File: config.mk
export PLATFORM = sky130hd
export DESIGN_NAME = reg_wb_arbiter
export DESIGN_NICKNAME = d
export VERILOG_FILES = /design/src/rtl/reg_wb_arbiter_pkg.sv /design/src/rtl/reg_wb_arbiter_fifo.sv /design/src/rtl/reg_wb_arbiter.sv
export SDC_FILE = /design/constraint.sdc
export NUM_CORES = 1
export LEC_CHECK = 0
export CAP_MARGIN = 10
export CORE_ASPECT_RATIO = 0.7
export CORE_MARGIN = 5
export CORE_UTILIZATION = 40
export CTS_CLUSTER_SIZE = 8
export DETAILED_ROUTE_END_ITERATION = 10
export GPL_ROUTABILITY_DRIVEN = 0
export GPL_TIMING_DRIVEN = 0
export PLACE_DENSITY = 0.73
export SLEW_MARGIN = 10
export SYNTH_ARGS = -nofsm -noshare
export SYNTH_HDL_FRONTEND = slang
export SYNTH_SLANG_ARGS = --single-unit
File: constraint.sdc
create_clock -name clk_i -period 2.95 [get_ports clk_i]
set_input_delay 0.59 -clock clk_i [delete_from_list [all_inputs] [get_ports clk_i]]
set_output_delay 0.59 -clock clk_i [all_outputs]
set_load 0.05 [all_outputs]
File: src/rtl/reg_wb_arbiter_pkg.sv
// ----------------------------------------------------------------------------
// reg_wb_arbiter_pkg
// Shared types for the write-back arbiter slice. It stands in for the
// project-wide common package: register address / data types sized from
// `NUM_REGS, plus the arbiter state encoding and the buffered write request.
// ----------------------------------------------------------------------------
`ifndef NUM_REGS
`define NUM_REGS 32
`endif

package reg_wb_arbiter_pkg;

  localparam int NUM_REGS   = `NUM_REGS;
  localparam int REG_ADDR_W = $clog2(NUM_REGS);
  localparam int DATA_W     = 32;

  typedef logic [REG_ADDR_W-1:0] reg_addr_t;
  typedef logic [DATA_W-1:0]     data_t;

  // Arbiter states: NORMAL lets the ALU win, FORCE drains one starved load.
  typedef enum logic [0:0] {
    WB_NORMAL = 1'b0,
    WB_FORCE  = 1'b1
  } wb_state_e;

  // One pending register-file write.
  typedef struct packed {
    reg_addr_t rd;
    data_t     data;
  } wb_req_t;

  // True when the destination is a real (writable) register, i.e. not x0.
  function automatic logic is_live_rd(input reg_addr_t rd);
    return (rd != {REG_ADDR_W{1'b0}});
  endfunction

endpackage

File: src/rtl/reg_wb_arbiter_fifo.sv
// ----------------------------------------------------------------------------
// wb_fifo
// Small synchronous FIFO holding load results until they win the write port.
// Head entry is visible combinationally on data_o; pointers wrap modulo DEPTH.
// Push is ignored when full and pop is ignored when empty.
// Ports:
//   clk_i, rst_ni       : clock, synchronous active-low reset (empties FIFO)
//   push_i, data_i      : enqueue request and payload
//   pop_i               : dequeue the head entry
//   data_o              : head entry
//   full_o, empty_o     : occupancy flags
//   count_o             : number of valid entries (0..DEPTH)
// ----------------------------------------------------------------------------
module wb_fifo
  import reg_wb_arbiter_pkg::*;
#(
  parameter int  DEPTH = 2,
  parameter type T     = wb_req_t,
  localparam int PTR_W = (DEPTH > 1) ? $clog2(DEPTH) : 1,
  localparam int CNT_W = $clog2(DEPTH + 1)
) (
  input  logic             clk_i,
  input  logic             rst_ni,
  input  logic             push_i,
  input  T                 data_i,
  input  logic             pop_i,
  output T                 data_o,
  output logic             full_o,
  output logic             empty_o,
  output logic [CNT_W-1:0] count_o
);

  T                 mem [DEPTH];
  logic [PTR_W-1:0] wr_ptr;
  logic [PTR_W-1:0] rd_ptr;
  logic [CNT_W-1:0] count;
  logic             do_push;
  logic             do_pop;

  // Modulo-DEPTH increment so non-power-of-two depths wrap correctly.
  function automatic logic [PTR_W-1:0] ptr_inc(input logic [PTR_W-1:0] p);
    if (p == PTR_W'(DEPTH - 1)) begin
      return {PTR_W{1'b0}};
    end else begin
      return p + PTR_W'(1);
    end
  endfunction

  assign full_o  = (count == CNT_W'(DEPTH));
  assign empty_o = (count == {CNT_W{1'b0}});
  assign count_o = count;
  assign data_o  = mem[rd_ptr];
  assign do_push = push_i && !full_o;
  assign do_pop  = pop_i && !empty_o;

  // Pointer and occupancy bookkeeping.
  always_ff @(posedge clk_i) begin
    if (!rst_ni) begin
      wr_ptr <= {PTR_W{1'b0}};
      rd_ptr <= {PTR_W{1'b0}};
      count  <= {CNT_W{1'b0}};
    end else begin
      if (do_push) begin
        wr_ptr <= ptr_inc(wr_ptr);
      end
      if (do_pop) begin
        rd_ptr <= ptr_inc(rd_ptr);
      end
      case ({do_push, do_pop})
        2'b10:   count <= count + CNT_W'(1);
        2'b01:   count <= count - CNT_W'(1);
        default: count <= count;
      endcase
    end
  end

  // Payload storage; contents need no reset since count gates visibility.
  always_ff @(posedge clk_i) begin
    if (do_push) begin
      mem[wr_ptr] <= data_i;
    end
  end

endmodule

File: src/rtl/reg_wb_arbiter.sv
// ----------------------------------------------------------------------------
// reg_wb_arbiter
// Owns the single register-file write port. Merges fixed-latency ALU results
// and buffered LSU load results into one registered write per cycle. A load
// that keeps losing to the ALU is forced through after STARVE_MAX losses.
// Optional feature macro: WB_FWD_EN -- when defined, the in-flight write
// (we_o/waddr_o/wdata_o) is forwarded to the two asynchronous read ports;
// otherwise the forwarding outputs are tied to 0.
// Ports:
//   clk_i, rst_ni                  : clock, synchronous active-low reset
//   alu_valid_i/rd_i/data_i        : ALU result; alu_stall_o asks it to hold
//   ld_valid_i/rd_i/data_i         : load result; accepted when ld_ready_o
//   waddr_o, wdata_o, we_o         : registered register-file write
//   raddr_a_i, raddr_b_i           : read addresses used for forwarding
//   fwd_{a,b}_valid_o/data_o       : forwarding hit and data per read port
// ----------------------------------------------------------------------------
module reg_wb_arbiter
  import reg_wb_arbiter_pkg::*;
#(
  parameter int LD_DEPTH   = 2,
  parameter int STARVE_MAX = 4
) (
  input  logic      clk_i,
  input  logic      rst_ni,
  input  logic      alu_valid_i,
  input  reg_addr_t alu_rd_i,
  input  data_t     alu_data_i,
  output logic      alu_stall_o,
  input  logic      ld_valid_i,
  output logic      ld_ready_o,
  input  reg_addr_t ld_rd_i,
  input  data_t     ld_data_i,
  output reg_addr_t waddr_o,
  output data_t     wdata_o,
  output logic      we_o,
  input  reg_addr_t raddr_a_i,
  input  reg_addr_t raddr_b_i,
  output logic      fwd_a_valid_o,
  output data_t     fwd_a_data_o,
  output logic      fwd_b_valid_o,
  output data_t     fwd_b_data_o
);

  localparam int CNT_W    = $clog2(LD_DEPTH + 1);
  localparam int STARVE_W = $clog2(STARVE_MAX + 1);

  wb_state_e           state;
  wb_state_e           state_next;
  logic [STARVE_W-1:0] starve_cnt;
  logic [STARVE_W-1:0] starve_next;

  wb_req_t             ld_req;
  wb_req_t             ld_head;
  logic                fifo_push;
  logic                fifo_pop;
  logic                fifo_empty;
  logic                unused_fifo_full;
  logic [CNT_W-1:0]    fifo_count;

  logic                alu_live;
  logic                grant_alu;
  logic                grant_ld;

  assign ld_req.rd   = ld_rd_i;
  assign ld_req.data = ld_data_i;

  // Ready comes only from the registered count, so a full FIFO stays closed
  // even in a cycle where its head is popped.
  assign ld_ready_o = (fifo_count != CNT_W'(LD_DEPTH));
  assign fifo_push  = ld_valid_i && ld_ready_o;
  assign fifo_pop   = grant_ld;

  wb_fifo #(
    .DEPTH (LD_DEPTH),
    .T     (wb_req_t)
  ) u_ld_fifo (
    .clk_i   (clk_i),
    .rst_ni  (rst_ni),
    .push_i  (fifo_push),
    .data_i  (ld_req),
    .pop_i   (fifo_pop),
    .data_o  (ld_head),
    .full_o  (unused_fifo_full),
    .empty_o (fifo_empty),
    .count_o (fifo_count)
  );

  // An ALU result to x0 is simply accepted and dropped, so it never competes.
  assign alu_live = alu_valid_i && is_live_rd(alu_rd_i);

  // Write-port arbitration and ALU back-pressure.
  always_comb begin
    grant_alu   = 1'b0;
    grant_ld    = 1'b0;
    alu_stall_o = 1'b0;
    case (state)
      WB_NORMAL: begin
        if (alu_live) begin
          grant_alu = 1'b1;
        end else begin
          grant_ld = !fifo_empty;
        end
      end
      WB_FORCE: begin
        grant_ld    = !fifo_empty;
        alu_stall_o = alu_valid_i;
      end
      default: begin
        grant_alu   = 1'b0;
        grant_ld    = 1'b0;
        alu_stall_o = 1'b0;
      end
    endcase
  end

  // Starvation count: consecutive cycles a waiting load lost. FORCE is the
  // registered image of "count reached STARVE_MAX", so the forced grant lands
  // in the very cycle the counter saturates.
  always_comb begin
    if (fifo_empty || grant_ld) begin
      starve_next = {STARVE_W{1'b0}};
    end else if (starve_cnt != STARVE_W'(STARVE_MAX)) begin
      starve_next = starve_cnt + STARVE_W'(1);
    end else begin
      starve_next = starve_cnt;
    end
    if (starve_next == STARVE_W'(STARVE_MAX)) begin
      state_next = WB_FORCE;
    end else begin
      state_next = WB_NORMAL;
    end
  end

  // Arbiter state and starvation counter registers.
  always_ff @(posedge clk_i) begin
    if (!rst_ni) begin
      state      <= WB_NORMAL;
      starve_cnt <= {STARVE_W{1'b0}};
    end else begin
      state      <= state_next;
      starve_cnt <= starve_next;
    end
  end

  // Output write register; address/data hold when nothing is granted.
  always_ff @(posedge clk_i) begin
    if (!rst_ni) begin
      we_o    <= 1'b0;
      waddr_o <= {REG_ADDR_W{1'b0}};
      wdata_o <= {DATA_W{1'b0}};
    end else if (grant_alu) begin
      we_o    <= 1'b1;
      waddr_o <= alu_rd_i;
      wdata_o <= alu_data_i;
    end else if (grant_ld) begin
      // A load to x0 still leaves the FIFO but never raises we_o.
      we_o    <= is_live_rd(ld_head.rd);
      waddr_o <= ld_head.rd;
      wdata_o <= ld_head.data;
    end else begin
      we_o    <= 1'b0;
      waddr_o <= waddr_o;
      wdata_o <= wdata_o;
    end
  end

`ifdef WB_FWD_EN
  // The write lands at the next edge; readers of the async register file
  // see the old value this cycle, so hand them the pending data instead.
  assign fwd_a_valid_o = we_o && is_live_rd(waddr_o) && (raddr_a_i == waddr_o);
  assign fwd_b_valid_o = we_o && is_live_rd(waddr_o) && (raddr_b_i == waddr_o);
  assign fwd_a_data_o  = wdata_o;
  assign fwd_b_data_o  = wdata_o;
`else
  logic unused_raddr;
  assign unused_raddr  = ^{raddr_a_i, raddr_b_i};
  assign fwd_a_valid_o = 1'b0;
  assign fwd_b_valid_o = 1'b0;
  assign fwd_a_data_o  = {DATA_W{1'b0}};
  assign fwd_b_data_o  = {DATA_W{1'b0}};
`endif

endmodule

Word level (Yosys, flattened, before mapping)
Memory sizes are Yosys's and may differ from the RTL's. A register that Yosys moved wholly into a read port is not among the register bits.
Cells that the tools add are included.
{"block": "word_totals", "memories": 1, "word_cells": 54, "output_inout_bits": 106, "ramBits": 74, "reg_bits": 46, "inputBits": 88}
{"memory": "u_ld_fifo.mem", "words": 2, "width": 37, "read_ports": 1, "rd_clocked_by_memory_dff": 1, "write_ports": 1, "line": "reg_wb_arbiter_fifo.sv:33", "rtl": "T mem [DEPTH];"}
{"block": "classes", "add_sub_neg": 5, "n_eq_ne": 6, "n_mux": 21, "n_reduce_logical": 12, "bitwise_logic": 1}
{"operator": "2-to-1 mux 32 bit", "n": 2}
{"operator": "2-to-1 mux 1 bit", "n": 13}
{"operator": "2-to-1 mux 5 bit", "n": 2}
{"operator": "nonzero test 5 bit", "n": 2}
{"operator": "2-to-1 mux 3 bit", "n": 2}
{"operator": "== test 2 bit (second input constant)", "n": 2}
{"operator": "logical AND 1 bit", "n": 4}
{"operator": "one-hot mux 2 bit (2 select lines)", "n": 1}
{"operator": "nonzero test 2 bit", "n": 2}
{"operator": "adder 3 x 1 -> 3 bit (second input constant)", "n": 1}
{"operator": "== test 3 bit (second input constant)", "n": 1}
{"operator": "!= test 3 bit (second input constant)", "n": 1}
{"operator": "adder 1 bit (second input constant)", "n": 2}
{"operator": "adder 2 x 1 -> 2 bit (second input constant)", "n": 1}
{"operator": "== test 2 x 1 -> 1 bit (second input constant)", "n": 1}
{"operator": "logical NOT 1 bit", "n": 2}
{"operator": "logical NOT 2 bit", "n": 1}
{"operator": "!= test 2 bit (second input constant)", "n": 1}
{"operator": "one-hot mux 1 bit (2 select lines)", "n": 1}
{"operator": "subtractor 2 x 1 -> 2 bit (second input constant)", "n": 1}
{"operator": "logical OR 1 bit", "n": 1}
{"operator": "inverter 1 bit", "n": 1}

Logic depth before layout (Yosys ltp)
{"block": "logic_depth", "ltp_word": 8, "ltp_mapped": 8}

By module
Synthesis repeated with hierarchy kept, for this count alone.
{"block": "hier_totals", "cells_unflattened": 444, "area_unflattened_um2": 5505.3}
{"mod": "wb_fifo", "cells_per_inst": 141, "seq_area_each_um2": 2322.2, "area_each_um2": 2895.3, "instances": 1}
{"mod": "reg_wb_arbiter", "cells_per_inst": 303, "seq_area_each_um2": 840.8, "area_each_um2": 2610.0, "instances": 1}

Least setup slack after synthesis
No wires, ideal clock.
{"block": "synth_timing", "kind": "register to register", "start": "register u_ld_fifo.count[0] (netlist: u_ld_fifo.count_o[0])", "end": "memory u_ld_fifo.mem[0][0] in the netlist's numbering (enable)", "setup_slack_ps": -107, "synth_period_minus_slack_ps": 3057, "required_ps": 2519, "arrival_time_ps": 2626, "path_stages_with_launch": 4, "path_cell_list": "dfxtp_1 -> nand2b_1 -> nand2_1 -> nor2_1"}
{"block": "synth_between", "elab_chain_cells": 5}
{"element": "start: declaration", "line": "reg_wb_arbiter_fifo.sv:36", "rtl": "logic [CNT_W-1:0] count;"}
{"element": "start signal: assignment", "line": "reg_wb_arbiter_fifo.sv:61", "rtl": "count <= {CNT_W{1'b0}};"}
{"element": "start signal: assignment", "line": "reg_wb_arbiter_fifo.sv:70", "rtl": "2'b10: count <= count + CNT_W'(1);"}
{"element": "start signal: assignment", "line": "reg_wb_arbiter_fifo.sv:71", "rtl": "2'b01: count <= count - CNT_W'(1);"}
{"element": "!= test 2 bit", "line": "reg_wb_arbiter.sv:69", "rtl": "assign ld_ready_o = (fifo_count != CNT_W'(LD_DEPTH));"}
{"element": "via ld_ready_o", "line": "reg_wb_arbiter.sv:30", "rtl": "output logic ld_ready_o,"}
{"element": "logical AND 1 bit", "line": "reg_wb_arbiter.sv:70", "rtl": "assign fifo_push = ld_valid_i && ld_ready_o;"}
{"element": "logical AND 1 bit", "line": "reg_wb_arbiter_fifo.sv:53", "rtl": "assign do_push = push_i && !full_o;"}
{"element": "2-to-1 mux 1 bit", "line": "reg_wb_arbiter_fifo.sv:79", "rtl": "if (do_push) begin"}
{"element": "2-to-1 mux 1 bit (not written as such)", "line": "reg_wb_arbiter_fifo.sv:80", "rtl": "mem[wr_ptr] <= data_i;"}
{"element": "end: declaration", "line": "reg_wb_arbiter_fifo.sv:33"}
The timed path passes the listed nets, and every way through them passes these cells.

Worst setup path in the final report
{"block": "layout_timing", "start": "input port alu_rd_i[3]", "end": "register u_ld_fifo.count[1] (netlist: u_ld_fifo.count_o[1])"}
{"block": "layout_between", "elab_chain_cells": 7}
{"element": "start: declaration", "line": "reg_wb_arbiter.sv:26", "rtl": "input reg_addr_t alu_rd_i,"}
{"element": "nonzero test 5 bit (*)", "line": "reg_wb_arbiter_pkg.sv:34", "rtl": "return (rd != {REG_ADDR_W{1'b0}});"}
{"element": "logical AND 1 bit (*)", "line": "reg_wb_arbiter.sv:89", "rtl": "assign alu_live = alu_valid_i && is_live_rd(alu_rd_i);"}
{"element": "2-to-1 mux 1 bit (*)", "line": "reg_wb_arbiter.sv:98", "rtl": "if (alu_live) begin"}
{"element": "one-hot mux 1 bit (2 select lines) (*)", "line": "reg_wb_arbiter.sv:96", "rtl": "case (state)"}
{"element": "logical AND 1 bit (*)", "line": "reg_wb_arbiter_fifo.sv:54", "rtl": "assign do_pop = pop_i && !empty_o;"}
{"element": "via u_ld_fifo.do_pop", "line": "reg_wb_arbiter_fifo.sv:38", "rtl": "logic do_pop;"}
{"element": "== test 2 x 1 -> 1 bit or == test 2 bit (tied branches)", "line": "reg_wb_arbiter_fifo.sv:69", "rtl": "case ({do_push, do_pop})"}
{"element": "one-hot mux 2 bit (2 select lines) or nonzero test 2 bit (tied branches)"}
{"element": "end signal: assignment", "line": "reg_wb_arbiter_fifo.sv:70"}
{"element": "end signal: assignment", "line": "reg_wb_arbiter_fifo.sv:71"}
{"element": "end signal: assignment", "line": "reg_wb_arbiter_fifo.sv:72", "rtl": "default: count <= count;"}
Mark *: on every way through the listed nets, which the timed path passes. The rest lies on a longest branch.
A chain may end at the register's enable or synchronous reset.

==> results.md <==
- Synth warn: 0
- Share of the clock period used by the worst path after layout: 0.930
- Detailed-placement wirelength estimate: 10.1 mm
- Setup slack after layout: 0.207 ns
- Final Hold Vio Count: 0
- Die Y-Extent: between 100 and 150 um
- Global-route wire length before repair: 21.6 mm
- Startpoint-to-endpoint class of the critical path: input pin to flip-flop
- Setup repair after global routing missed its margin: false
- Required time of the critical path: 3.29 ns
- Post-CTS repair timing setup buffer count: 0
- Hold Crit Class: flip-flop to flip-flop
- Number of DRC violations after detailed routing: 0
- Sequential share of the synthesized area: 0.600
- Buffers added on ports: between 100 and 150
- Final non-filler cell total: 829
- Post-route minimum period: roughly 2.7 ns
- Cell Pwr Density: roughly 890 nW/um^2
- Number of cells after detailed placement: 797
- DRT iter0 DRCs: 130
- R2R Path Start: state$_SDFF_PN0_
- CTS H-Tree Depth: 4
- Clk slew on worst S/H paths: around 0.06 ns
- Cell depth of the worst hold path: 2
- Total iterations of the first detailed-routing run: 5
- Starting density of the core: 0.404
- Vias per cell: 4.80
- Clk root buf: sky130_fd_sc_hd__clkbuf_16
- Leakage power total: 0.00294 uW
- Beginning of the worst hold path: u_ld_fifo.rd_ptr$_SDFFE_PN0P_
- Crit start category: input pin
- I/O pins: 194
- Capturing point of the worst reg2reg path: u_ld_fifo.count_o[1]$_SDFFE_PN0P_
- Post-detailed-route wirelength per cell: 16.7 um
- Clock sink count: 121
- Initial antenna violation count: 1
- Count of final max-slew check failures: 0
- Routed Wire Length: between 10 and 15 mm
- Chip Width: 147 um
- Number of maximum-capacitance violations: 0
- Minimum setup slack after placement: -0.239 ns
- Post-synthesis cell count: 448
- Result of the run: finished clean
- TritonCTS clock tree: yes
- Number of storage elements in the synthesis netlist: about 120
- Number of core rows: 35
- Capturing element type of the critical path: flip-flop
- Synth Area per Inst: between 10 and 15 sq um
- Maximum buffer depth of the clock tree: 2
- Antenna fix cells: 0
- Number of buffers inserted for hold repair after clock tree synthesis: 0
- Overall overflow remaining after global route: 0
- Signed area change from the synthesized netlist to the final layout: 42.8%
- Antenna Violating Nets Remaining: 0
- Pin count of the biggest net entering global routing: 25
- Inserted Clock Buffers: 17
- Worst voltage drop across the vdd grid: 0.475 mV
- Final setup violating endpoints: 0
- Number of nets in the final layout: 741
- Worst Hold Path EP: u_ld_fifo.rd_ptr$_SDFFE_PN0P_
- Worst hold margin: 0.501 ns
- Number of distinct standard cells referenced by the synthesized netlist: 36
- Headroom to the max-slew limit: 0.620
- Worst-Skew Late Latency: 0.41 ns
- Most frequent standard cell in the layout excluding fill and tap cells: sky130_fd_sc_hd__clkdlybuf4s50_1
- Number of cells on the worst reg-to-reg path: 7
- Overall routing resource usage: 0.178
- Fraction of final layout cells sized beyond drive strength 1: 0.181
- Post-Synthesis Cell Area: 5270 sq um
- Placeable core region: 13100 sq um
- Maximum fanout along the worst path: 10
- DIE AREA: between 15000 and 20000 sq um
- Via count of the routed design: a little under 4000
- Upper clock frequency limit: 365 MHz
- Via count of the first global-routing pass: 4114
- Post-CTS resize count: 0
- End-of-flow core utilization: 0.577
- Max Clock Skew: 0.00778 ns
- Worst-margin pin slew: 0.570 ns
- Worst EP arrival: 3.08 ns
- Worst-case register-to-register setup slack: ~0.65 ns
- Highest-count cells in the layout ignoring fill and taps: sky130_fd_sc_hd__clkdlybuf4s50_1 (116), sky130_fd_sc_hd__nand2_1 (78), sky130_fd_sc_hd__edfxtp_1 (74), sky130_fd_sc_hd__buf_4 (66), sky130_fd_sc_hd__conb_1 (66)
## worst max-delay path: stages
cell	delay (ns)
sky130_fd_sc_hd__clkdlybuf4s50_1	0.43
sky130_fd_sc_hd__or4_1	0.54
sky130_fd_sc_hd__o21ai_2	0.31
sky130_fd_sc_hd__buf_6	0.22
sky130_fd_sc_hd__and2_1	0.19
sky130_fd_sc_hd__ha_1	0.28
sky130_fd_sc_hd__or3_1	0.37
sky130_fd_sc_hd__a21boi_0	0.15
## layout make-up
| class | count | area, sq um |
|---|---|---|
| Fill cell | 1098 | 5520 |
| Sequential cell | 121 | 3160 |
| Clock inverter | 15 | 169 |
| Tap cell | 166 | 208 |
| Clock buffer | 17 | 425 |
| Multi-Input combinational cell | 293 | 1690 |
| Timing Repair Buffer | 118 | 1200 |
| Buffer | 96 | 658 |
| Inverter | 3 | 11.3 |
## state kept, by name (all words and copies together) (netlist names), named ones only
register	count
u_ld_fifo.count_o	2
u_ld_fifo.wr_ptr	1
state	1
waddr_o	5
wdata_o	32
starve_cnt	3
we_o	1
u_ld_fifo.rd_ptr	1
u_ld_fifo.mem	74
## Yosys cell counts, drive strengths merged
| cell type | n | share of area |
|---|---|---|
| buf | 82 | 0.11 |
| nand2 | 78 | 0.056 |
| edfxtp | 74 | 0.42 |
| dfxtp | 47 | 0.18 |
| o21ai | 39 | 0.038 |
| mux2i | 37 | 0.070 |
| o2111ai | 35 | 0.058 |
| clkbuf | 14 | 0.010 |
| and2 | 4 | 0.0047 |
| nand3 | 4 | 0.0038 |
| nor2 | 4 | 0.0028 |
| ha | 3 | 0.0071 |
| inv | 3 | 0.0021 |
| xnor2 | 3 | 0.0050 |
| a21boi | 2 | 0.0028 |
| a21oi | 2 | 0.0019 |
| and3 | 2 | 0.0024 |
| nor3 | 2 | 0.0019 |
| a22o | 1 | 0.0017 |
| a32o | 1 | 0.0019 |
| conb | 1 | 0.00071 |
| mux2 | 1 | 0.0021 |
| nand2b | 1 | 0.0012 |
| nand3b | 1 | 0.0014 |
| nand4b | 1 | 0.0017 |
| nor2b | 1 | 0.0012 |
| nor4 | 1 | 0.0012 |
| nor4b | 1 | 0.0017 |
| or2 | 1 | 0.0012 |
| or3 | 1 | 0.0012 |
| or4 | 1 | 0.0014 |
## per-layer routing
| layer | track usage | vias up | part of all wire |
|---|---|---|---|
| li1 | - | 1910 | - |
| met1 | 0.218 | 1871 | 0.44 |
| met2 | 0.296 | 180 | 0.46 |
| met3 | 0.0712 | 15 | 0.089 |
| met4 | 0.0412 | 2 | 0.0093 |
| met5 | 0 | - | 0.00051 |
## report_power, final
part | switching, uW | total [uW] | internal [uW]
combinational | 1560 | 2350 | 784
clock | 797 | 2060 | 1260
sequential | 145 | 2310 | 2160
## per-stage QoR
step | setup TNS (ns) | instance area [sq um] | total power [uW]
6_report | 0 | 7530 | 6710
5_1_grt | 0 | 7530 | 7030
4_1_cts | 0 | 7530 | 6760
3_5_place_dp | -0.241 | 6930 | 4690
3_3_place_gp | -10.19 | 6890 | 4610
2_1_floorplan | 0 | 5520 | 3910
## worst max-delay path by stage
stage | startpoint | end | slack, ns | depth (start not counted)
finish | alu_rd_i[3] | u_ld_fifo.count_o[1]$_SDFFE_PN0P_ | 0.21 | 8
global route | alu_rd_i[4] | u_ld_fifo.count_o[1]$_SDFFE_PN0P_ | 0.12 | 8
CTS | alu_rd_i[3] | u_ld_fifo.count_o[1]$_SDFFE_PN0P_ | 0.21 | 8
detailed placement | alu_rd_i[4] | u_ld_fifo.count_o[1]$_SDFFE_PN0P_ | -0.24 | 8
global placement | ld_valid_i | u_ld_fifo.mem[0][29]$_DFFE_PP_ | -0.24 | 3
floorplan | alu_rd_i[3] | u_ld_fifo.count_o[1]$_SDFFE_PN0P_ | 0.49 | 7
## kinds of logic after synthesis
family	synth area share
compound gates	0.104
xor+xnor	0.00499
fa+ha+maj	0.00712
buf+inv	0.127
flops	0.600
mux	0.0724
other cells	0.000712
simple gates	0.0833
Note: power is estimated with default switching activity, not from simulation.
